--- src/rtl/serving_wb2ram_pkg.sv ---
// Shared definitions for the Wishbone-to-byte-RAM bridge: FSM encoding, lane count
// and byte-lane helpers.
package serving_wb2ram_pkg;

  localparam int LANES = 4;
  localparam logic [1:0] LAST_LANE = 2'(LANES - 1);

  typedef enum logic [2:0] {
    IDLE    = 3'd0,
    WRITE   = 3'd1,
    RD_REQ  = 3'd2,
    RD_WAIT = 3'd3,
    ACK     = 3'd4
  } state_e;

  function automatic logic [7:0] get_byte(input logic [31:0] w, input logic [1:0] idx);
    logic [7:0] b;
    case (idx)
      2'd0:    b = w[7:0];
      2'd1:    b = w[15:8];
      2'd2:    b = w[23:16];
      default: b = w[31:24];
    endcase
    return b;
  endfunction

  function automatic logic [31:0] put_byte(input logic [31:0] w, input logic [1:0] idx,
                                           input logic [7:0] b);
    logic [31:0] r;
    r = w;
    case (idx)
      2'd0:    r[7:0]   = b;
      2'd1:    r[15:8]  = b;
      2'd2:    r[23:16] = b;
      default: r[31:24] = b;
    endcase
    return r;
  endfunction

endpackage

--- src/rtl/serving_wb2ram.sv ---
// Converts one 32-bit Wishbone classic access into four sequential little-endian
// byte accesses on the serving_ram write/read port. One transaction in flight.
module serving_wb2ram
  import serving_wb2ram_pkg::*;
#(
  parameter int depth = 256,
  parameter int aw    = $clog2(depth)
) (
  input  logic          i_clk,
  input  logic          i_rst_n,
  input  logic [aw-1:0] i_wb_adr,
  input  logic [31:0]   i_wb_dat,
  input  logic [3:0]    i_wb_sel,
  input  logic          i_wb_we,
  input  logic          i_wb_cyc,
  output logic [31:0]   o_wb_rdt,
  output logic          o_wb_ack,
  output logic [aw-1:0] o_waddr,
  output logic [7:0]    o_wdata,
  output logic          o_wen,
  output logic [aw-1:0] o_raddr,
  output logic          o_ren,
  input  logic [7:0]    i_rdata,
  input  logic          i_ack
);

  state_e        state_q, state_d;
  logic [1:0]    cnt_q, cnt_d;
  logic [aw-3:0] adr_q, adr_d;
  logic [3:0]    sel_q, sel_d;
  logic [31:0]   dat_q, dat_d;
  logic [31:0]   rdt_q, rdt_d;
  logic          ack_dly_q, ack_dly_d;

  // Word aligned: the low address bits carry no information.
  logic unused_adr_lsb;
  assign unused_adr_lsb = ^i_wb_adr[1:0];

  always_comb begin
    state_d   = state_q;
    cnt_d     = cnt_q;
    adr_d     = adr_q;
    sel_d     = sel_q;
    dat_d     = dat_q;
    rdt_d     = rdt_q;
    ack_dly_d = (state_q == ACK);

    case (state_q)
      IDLE: begin
        // The master still holds cyc in the cycle after ack; don't restart on it.
        if (i_wb_cyc && !ack_dly_q) begin
          adr_d   = i_wb_adr[aw-1:2];
          sel_d   = i_wb_sel;
          dat_d   = i_wb_dat;
          cnt_d   = 2'd0;
          state_d = i_wb_we ? WRITE : RD_REQ;
        end
      end
      WRITE: begin
        if (!i_wb_cyc)               state_d = IDLE;
        else if (cnt_q == LAST_LANE) state_d = ACK;
        else                         cnt_d   = cnt_q + 2'd1;
      end
      RD_REQ: begin
        state_d = i_wb_cyc ? RD_WAIT : IDLE;
      end
      RD_WAIT: begin
        if (!i_wb_cyc) begin
          state_d = IDLE;
        end else if (i_ack) begin
          rdt_d = put_byte(rdt_q, cnt_q, i_rdata);
          if (cnt_q == LAST_LANE) begin
            state_d = ACK;
          end else begin
            cnt_d   = cnt_q + 2'd1;
            state_d = RD_REQ;
          end
        end
      end
      ACK:     state_d = IDLE;
      default: state_d = IDLE;
    endcase
  end

  always_ff @(posedge i_clk or negedge i_rst_n) begin
    if (!i_rst_n) begin
      state_q   <= IDLE;
      cnt_q     <= 2'd0;
      adr_q     <= '0;
      sel_q     <= 4'd0;
      dat_q     <= 32'd0;
      rdt_q     <= 32'd0;
      ack_dly_q <= 1'b0;
    end else begin
      state_q   <= state_d;
      cnt_q     <= cnt_d;
      adr_q     <= adr_d;
      sel_q     <= sel_d;
      dat_q     <= dat_d;
      rdt_q     <= rdt_d;
      ack_dly_q <= ack_dly_d;
    end
  end

  // Outputs decode directly from registered state, so reset clears them at once.
  assign o_waddr  = {adr_q, cnt_q};
  assign o_raddr  = {adr_q, cnt_q};
  assign o_wdata  = get_byte(dat_q, cnt_q);
  assign o_wen    = (state_q == WRITE) && sel_q[cnt_q];
  assign o_ren    = (state_q == RD_REQ);
  assign o_wb_ack = (state_q == ACK);
  assign o_wb_rdt = rdt_q;

endmodule
--- config.mk ---
export PLATFORM = sky130hd
export DESIGN_NAME = serving_wb2ram
export DESIGN_NICKNAME = d
export VERILOG_FILES = /design/src/rtl/serving_wb2ram_pkg.sv /design/src/rtl/serving_wb2ram.sv
export SDC_FILE = /design/constraint.sdc
export NUM_CORES = 1
export LEC_CHECK = 0
export BUFFER_PORTS_ARGS = -buffer_cell sky130_fd_sc_hd__buf_2
export CAP_MARGIN = 0
export CORE_MARGIN = 1
export CORE_UTILIZATION = 34
export DETAILED_ROUTE_END_ITERATION = 7
export PLACE_DENSITY = 0.68
export REMOVE_ABC_BUFFERS = 1
export SLEW_MARGIN = 10
export SYNTH_ARGS = -nofsm -noshare
export SYNTH_HDL_FRONTEND = slang
export SYNTH_SLANG_ARGS = --single-unit
--- constraint.sdc ---
create_clock -name i_clk -period 2.2 [get_ports i_clk]
set_input_delay 0.33 -clock i_clk [delete_from_list [all_inputs] [get_ports i_clk]]
set_output_delay 0.33 -clock i_clk [all_outputs]
set_load 0.01 [all_outputs]
==> results.md <==
* Worst-path clk slew at 0.08 ns
* Die area at 10,800 sq um
* Post-layout min period at 2.08 ns
* Slew margin rel. at 0.672
* Commonest non-fill, non-tap cell in the layout: buf_2
* Core ar. at 9910 sq um
* Fmax at 481 MHz
* Post-place instance area at 4210 sq um
* Worst setup EP type: primary output
* Fin area at 4510 sq um
* Met3 Routed Length at 426 um
* Synthesis-stage register bit count at 80
* Via total after detailed routing at 2,327
* Post-DP HPWL at 5200 um
* Layout cell share with drive strength beyond 1 at 0.606
* Crit-path cells: ha_4 -> buf_4 -> a222oi_1 -> a21oi_1 -> buf_2
* Fin util at 0.455
* Worst Setup SP: cnt_q[0]
* Worst vdd ir at 0.485 mV
* Status: finished clean
* Crit-path max cell delay at 0.46 ns
* CTS tree: built
* Yosys cell types at 32
* Htree depth at 3
* Sequential share of the synthesized area at 0.566
* First DRT Iteration DRCs at 100
* Starting Density at 0.357
* Top routing layer in use: met4
* Synthesis-to-finish area growth at 27.4%
* Gr ovfl total at 0
* Post-Synth XOR/XNOR Area at 0
* Crit-path slowest cell: dfrtp_2
* Top Ports at 116
* P per Cell Area at 1010 nW/um^2
* Final setup fails at 0
* Compound-Gate Fraction of Synth Area at 0.0446
* Lkg Pwr at 2.29 nW
* Vias in the first global route at 2,410
* CP Launch Type: register
* RSZ-0062 raised after global routing: false
* Wire length on met1 at 3140 um
* Metal2 WL at 3640 um
* Routed len/inst at 15.0 um
* GRT Resource Usage Total at 0.147
* Hold path start: i_wb_adr[2]
* Root Driver: clkbuf_8
* Max FO, Critical Path at 5
* Core Rows at 36
* Crit path setup slack, layout at 0.122 ns
* Drt via density at 4.74
* Post-Route Setup TNS at 0 ns
* Total CTS buffers at 9
* Ys Warns at 0
* Buffer and inverter count on the worst path at 2
* Die Width at 104 um
* Period utilisation layout at 0.944
* Finished Layout Cells at 491
* Largest family of logic cells by synthesized area: multiplexers
* # DRC at 0
* Crit Path Category: register to primary output
* Placed cells at 470
* Max Cap Violations at 0
* DR pass1 iterations at 5
* Worst EP required at 1.87 ns
* Mean post-synth cell area at 14.9 sq um
* Fill count at 918
* I/O Buffers at 113
* Area share of fa/ha/maj cells after synthesis at 0.0141
* Mapped Area at 3540 sq um
* Register area at 2000 sq um
* Max Root-Sink Buffers at 2
* Global-route wire length before repair at 12,200 um
* Clock skew at 0.00878 ns
* Post-Syn Instances at 238
* Routed Antenna Nets at 0
* Worst path arrival time at 1.75 ns
* Most frequent cells in the layout: 112 x buf_2, 78 x dfrtp_1, 41 x mux2_2
* Post-synthesis simple-gate area fraction at 0.0580
* Final Wtd Congestion at 0.763
* Die Height at 104 um
* Largest net degree at the start of global routing at 46
* Max Slew Vio Count at 0
* Post-synthesis mux area share at 0.276
* Multi-input gate area at 1430 sq um
* Final hold vios at 0
* Delay-heaviest family, CP: compound AO/OA/AOI/OAI gates
* Hold Crit Class: input port to register
* Slew @ Worst Pin at 0.491 ns
* DRT Wirelength at 7340 um
* Clk sink count at 80
* Nets@finish at 414
* Initial antenna violation count at 0
* FF-to-FF Start: cnt_q[0]
* Pre-CTS setup slack at 0.157 ns
* Antenna diodes at 0
* Worst skew pair latency at 0.35 ns
[kinds of logic (layout without fill, tap and decap cells)]
logic type	after synthesis	after routing
adder cells (fa/ha/maj)	4	4
multiplexers	78	78
flip-flops	80	80
buffers and inverters	23	143
AND/OR/NAND/NOR	31	31
AO/OA/AOI/OAI	22	22
[layout make-up]
type,instances,area share
clock inverters,3,0.0144
clock buffers,13,0.0330
multi-input cells,135,0.318
well taps,133,0.0369
flip-flops and latches,80,0.445
repair buffers,123,0.149
inverters,4,0.00444
[state kept, by name, summed over array words and instances (netlist names)]
name,cells
ack_dly_q,1
adr_q,6
cnt_q,2
dat_q,32
o_wb_rdt,32
sel_q,4
state_q,3
[layer usage]
| metal | vias to the layer above | GRT usage |
|---|---|---|
| met5 | - | 0 |
| met4 | 0 | 0.0684 |
| met3 | 10 | 0.0457 |
| met2 | 88 | 0.243 |
| met1 | 1156 | 0.173 |
| li1 | 1073 | - |
[where the power goes]
part | internal [mW] | switching [mW] | total [mW]
registers | 1.81 | 0.189 | 1.99
logic | 0.752 | 0.627 | 1.38
clock network | 0.670 | 0.502 | 1.17
[stage by stage]
| step | hold slack, ns | total power [mW] |
|---|---|---|
| finish | 0.189 | 4.55 |
| detailed placement | 0.329 | 3.34 |
| CTS | 0.161 | 4.58 |
| global placement | 0.324 | 3.30 |
| global route | 0.159 | 4.82 |
| floorplan | 0.0344 | 2.77 |
[cells in the mapped netlist]
library cell  count  area, sq um
dfrtp_1          80         2000
mux2_2           41          462
mux2_4           24          360
nor2_1           12         45.0
a21oi_1          10         50.1
mux2_1            9          101
a222oi_1          8         80.1
buf_4             8         60.1
buf_2             6         30.0
nand2_1           6         22.5
ha_1              4         50.1
inv_1             3         11.3
mux2i_1           3         30.0
nand2_8           3         60.1
clkbuf_1          2         7.51
nor3_1            2         10.0
o21ai_0           2         10.0
a22o_1            1         8.76
a311oi_1          1         8.76
and3_1            1         6.26
and4_4            1         11.3
buf_1             1         3.75
buf_12            1         20.0
buf_6             1         11.3
inv_2             1         3.75
mux4_2            1         22.5
nand2b_1          1         6.26
nand3_1           1         5.00
nor2_4            1         11.3
nor2b_1           1         6.26
nor2b_4           1         13.8
nor3b_1           1         7.51
[worst paths after layout]
kind,to,slack (ns),cells after the start
min reg2reg,dat_q[26],0.50,1
max reg2reg,o_wb_rdt[17],0.45,5
min in group asynchronous,state_q[0],0.49,2
min,adr_q[0],0.19,2
max,o_wdata[0],0.12,5
max in group asynchronous,adr_q[1],1.10,3
[repair_timing]
action | 4_1_cts | 5_1_grt
endpoints found under the setup margin | 8 | 8
hold buffers | 1 | 0
pin swaps | 0 | 4
endpoints found under the hold margin | 35 | 0
gates resized for setup | 7 | 6
setup buffers | 1 | 3
No activity file was read; power rests on OpenSTA's default activity.
